==> config.mk <==
export PLATFORM = sky130hd
export DESIGN_NAME = regchk_shadow
export DESIGN_NICKNAME = d
export VERILOG_FILES = /design/src/rtl/regchk_pkg.sv /design/src/rtl/regchk_shadow.sv
export SDC_FILE = /design/constraint.sdc
export NUM_CORES = 1
export LEC_CHECK = 0
export ABC_AREA = 1
export CORE_MARGIN = 10
export CORE_UTILIZATION = 40
export CTS_CLUSTER_DIAMETER = 150
export DETAILED_ROUTE_END_ITERATION = 16
export DONT_BUFFER_PORTS = 1
export GPL_TIMING_DRIVEN = 0
export PLACE_DENSITY_LB_ADDON = 0.12
export SLEW_MARGIN = 20
export SYNTH_ARGS = -nofsm -noshare
export SYNTH_HDL_FRONTEND = slang
export SYNTH_SLANG_ARGS = --single-unit
==> constraint.sdc <==
create_clock -name clk -period 7.74 [get_ports clk]
set_clock_uncertainty 0.2 [all_clocks]
set_input_delay 0.774 -clock clk [delete_from_list [all_inputs] [get_ports clk]]
set_output_delay 0.774 -clock clk [all_outputs]
set_load 0.01 [all_outputs]
==> src/rtl/regchk_pkg.sv <==
// Shared types and constants for the register-file writeback checker.
package regchk_pkg;

  typedef enum logic [1:0] {
    S_IDLE,
    S_RUN,
    S_CHECK,
    S_DONE
  } state_e;

  // ABI indices of the first architectural registers
  localparam int REG_ZERO = 0;
  localparam int REG_RA   = 1;
  localparam int REG_SP   = 2;

  function automatic int rw_of(input int nregs);
    return $clog2(nregs);
  endfunction

endpackage

==> src/rtl/regchk_shadow.sv <==
// Shadow register file: NPORTS write ports (highest port wins on a shared
// index) and one asynchronous read port; x0 always reads as zero.
module regchk_shadow
  import regchk_pkg::*;
#(
  parameter int  XLEN   = 32,
  parameter int  NREGS  = 32,
  parameter int  NPORTS = 1,
  localparam int RW     = rw_of(NREGS)
) (
  input  logic                   clk,
  input  logic                   rst,
  input  logic                   clr,
  input  logic [NPORTS-1:0]      we,
  input  logic [NPORTS*RW-1:0]   wr_idx,
  input  logic [NPORTS*XLEN-1:0] wr_data,
  input  logic [RW-1:0]          rd_idx,
  output logic [XLEN-1:0]        rd_data
);

  logic [XLEN-1:0] regs [NREGS];

  // NOTE: the array is flop-based and reset explicitly because a cleared
  // shadow is architecturally visible on the debug port; a RAM macro could
  // not be cleared in one cycle. Non-blocking assignments let the later
  // (higher-index) port override an earlier one within the same edge.
  always_ff @(posedge clk) begin
    if (!rst || clr) begin
      for (int r = 0; r < NREGS; r++) regs[r] <= '0;
    end else begin
      for (int p = 0; p < NPORTS; p++) begin
        if (we[p] && wr_idx[p*RW +: RW] != RW'(REG_ZERO))
          regs[wr_idx[p*RW +: RW]] <= wr_data[p*XLEN +: XLEN];
      end
    end
  end

  assign rd_data = (rd_idx == RW'(REG_ZERO)) ? '0 : regs[rd_idx];

endmodule

# Yosys cells after proc, flatten, opt, wreduce, memory -nomap -nowiden
# Memories as Yosys holds them, arrays and structs flattened.
# Cells that the tools add are included.
[op_classes] add_sub_neg=0 multipliers=0 n_div=0 order_cmp=0 eq_ne=0 shifts=0 muxes=9 n_bitwise=0 n_reduce_logical=6
[ops] op="two-way mux 32 bit" n=2
[ops] op="OR reduction 32 bit" n=1
[ops] op="two-way mux 1 bit" n=6
[ops] op="logical NOT 5 bit" n=1
[ops] op="two-way mux 5 bit" n=1
[ops] op="nonzero test 5 bit" n=1
[ops] op="logical AND 1 bit" n=1
[ops] op="logical NOT 1 bit" n=1
[ops] op="logical OR 1 bit" n=1
[totals] register_bits=0 latch_bits=0 ram_bits=1024 romBits=0 out_inout_bits=32 word_cells=16 memories=1
[memory_table] name="regs" depth=32 word_bits=32 rd=1 rd_clocked_by_memory_dff=0 wr=32 line_no="regchk_shadow.sv:21" source="logic [XLEN-1:0] regs [NREGS];"

# Depth between registers and ports, before layout
[depth] word_depth=7 mapped_depth=12

# Least setup slack after synthesis
# OpenSTA, ideal clock, no wires.
[synth_timing] path_type="input -> register" from="in rst" to="mem regs[10][0] (enable)" setup_time_ns=0.389 t_arrival_ns=2.453 required_time_ns=7.151 path_slack_ns=4.697 path_stages=9 n_path_buf=1 cell_sequence="inv_1 -> nor2_1 -> nand3_1 -> inv_1 -> nand3_1 -> inv_1 -> nand2_1 -> buf_2 -> nand2_1"
[synth_lines] item="from (decl)" line_no="regchk_shadow.sv:12" source="input logic rst,"
[synth_lines] item="to (decl)" line_no="regchk_shadow.sv:21"

# Final worst setup path
[layout_timing] from="in rd_idx[2]" to="out rd_data[31]"
[layout_between] elab_chain_len=2 word_cells_on_any_way=3 classes_between="mux: 1; reduce/logical: 1; memory: 1"
[layout_rtl] item="from (decl)" line_no="regchk_shadow.sv:17" source="input logic [RW-1:0] rd_idx,"
[layout_rtl] item="memory read (32 x 32 bit) / logical NOT 5 bit (equally long branches)"
[layout_rtl] item="two-way mux 32 bit *" line_no="regchk_shadow.sv:38" source="assign rd_data = (rd_idx == RW'(REG_ZERO)) ? '0 : regs[rd_idx];"
[layout_rtl] item="to (decl)" line_no="regchk_shadow.sv:18" source="output logic [XLEN-1:0] rd_data"
# Every way passes the cells marked *; elsewhere a longest branch is shown, timed or not.

==> metrics.txt <==
outcome=finished clean; Iter 0 DRT Violations=5195; Worst setup SP type=primary input; Max Cap Viol=0; CP startpoint=rd_idx[2]; Die ar.=129000 µm²; footprint of the multi-input gates=13600 µm²; Register Area=30700 µm²; Setup TNS=0 ps; RSZ-0062 raised after global routing=false; Syn-to-layout area delta=13.7%; layout cell share with drive strength beyond 1=0.0739; first-pass GRT wire length=250000 µm; total number of vias=36300; sequential-to-total area share from yosys stat=0.667; Hold Slack=151 ps; Netlist cell types=15; Post-Place Cells=6370; drt total wl=180000 µm; Layout fillers=11100; clock slew at reported path FFs=60 ps; PwrDens=245 nW/µm²; # H-tree levels=3; required time of the critical path=6770 ps; Final Cycle Share=0.666; DR WL/cell=27.4 µm; clock sinks=1024; CP endpoint=rd_data[31]; Ports=78; vias in the first global route=33600; non-filler cells, final=6574; Setup-failing EPs final=0; Inserted Clock Buffers=112; Final ANT Viol Nets=0; hold crit path type=in2reg; Top Registers=regs: 1024 flops; clock buffer depth=3; crit path DAT=4180 ps; Slew Limit Fails=0; slew margin rel.=0.205; worst slew pin tran=1190 ps; WS Path Type=in2out; post-CTS setup buffers=0; Port-buffer cells=0; Yosys Warn Count=0; Yosys reg bits=1024; Min Clock Period, post-route=5150 ps; gpl congestion=0.895; initial antenna violation count=8; vias per cell=5.53; nature of the critical path endpoint=output pin; max FFs per register=1024; GR Overflow Total=0; CTS tree=done; Root Driver=clkbuf_16; Chip Width=359 µm; core area=114000 µm²; Mapped Area=46100 µm²; Starting Density=0.403; hpwl dp=128000 µm; critical path peak fanout=10; VDD IR max=0.000192 V; Mapped Avg Cell Area=9.61 µm²; Die Height=359 µm; Layout Utilization=0.458; drt pass-1 iters=6; Nets=5018; fmax=194 MHz; cell count after synthesis=4795; final hold viol count=0; row cnt=124; GRT Total Usage=0.270; cts hold-fix bufs=0; largest net degree at the start of global routing=33; most flop-heavy register=regs; Post-CTS Resized=0; Residual DRC=0; Leak=21.1 nW
## cell usage in the layout, fill, tap and decap left out, drive strengths merged
| cell type | count |
|---|---|
| inv | 47 |
| conb | 32 |
| nand3 | 684 |
| nor2 | 1209 |
| clkinv | 43 |
| clkbuf | 366 |
| diode | 4 |
| bufinv | 7 |
| nand2 | 1315 |
| edfxtp | 1024 |
| o21ai | 90 |
| buf | 230 |
| a21oi | 2 |
| nor3 | 9 |
## final cells by class
class,instances,area share
diodes,4,0.000191
plain buffers,413,0.0335
clock buffers,151,0.0579
clock inverters,49,0.00778
inverters,48,0.00344
multi-input cells,3341,0.260
flip-flops and latches,1024,0.587
well taps,1512,0.0361
repair buffers,32,0.0145
## cells by family (layout without fill, tap and decap cells)
logic type             after synthesis  after routing  synth area share
AOI/OAI and AO/OA                   92             92           0.00999
buffers and inverters              461            693            0.0420
DFF                               1024           1024             0.667
other                                1             36         0.0000814
and+or+nand+nor                   3217           3217             0.281
## worst min path at each step
stage               cells after the start  slack [ps]                         to        start
CTS                                     2         110  regs[1][31]$_SDFFCE_PN0P_  wr_data[31]
finish                                  2         150  regs[4][29]$_SDFFCE_PN0P_  wr_data[29]
floorplan                               2         810  regs[1][31]$_SDFFCE_PN0P_  wr_data[31]
detailed placement                      2         870  regs[1][31]$_SDFFCE_PN0P_  wr_data[31]
global route                            2         140  regs[1][31]$_SDFFCE_PN0P_  wr_data[31]
global placement                        2         850  regs[1][31]$_SDFFCE_PN0P_  wr_data[31]
## critical path: stages
cell,delay (ps)
buf_2,320
clkinv_1,290
clkbuf_1,650
buf_1,870
nand3_1,270
nand2_1,120
nand2_1,90
nand3_1,100
nand2_1,60
nor2_1,610
## per-stage QoR
stage          setup slack [ps]  cell area [µm²]  total power [mW]
2_1_floorplan              4700            46200              7.18
3_3_place_gp               2700            48100              7.70
3_5_place_dp               2740            48900              7.75
4_1_cts                    2740            52400              12.9
5_1_grt                    2590            52400              13.2
6_report                   2590            52400              12.9
## report_power, final
part	internal [mW]	switching [mW]	total [mW]
Sequential	6.38	0.0769	6.46
Combinational	0.263	0.940	1.20
Clock	2.95	2.24	5.19
## per-layer routing
metal / global-route usage / share of wire
met5: 0.00942 / 0.0010
met4: 0.111 / 0.045
met2: 0.397 / 0.43
met3: 0.0661 / 0.11
met1: 0.376 / 0.41
## Yosys cell counts
library cell	n	area share
nand2_1	1315	0.11
nor3_1	9	0.00098
o21ai_1	14	0.0015
inv_2	1	0.000081
buf_2	164	0.018
nand3_1	684	0.074
inv_1	45	0.0037
buf_1	35	0.0029
a21oi_1	2	0.00022
nor2_1	1209	0.098
clkbuf_1	214	0.017
edfxtp_1	1024	0.67
o21ai_0	76	0.0083
conb_1	1	0.000081
clkinv_1	2	0.00016
(Power assumes the default switching activity.)
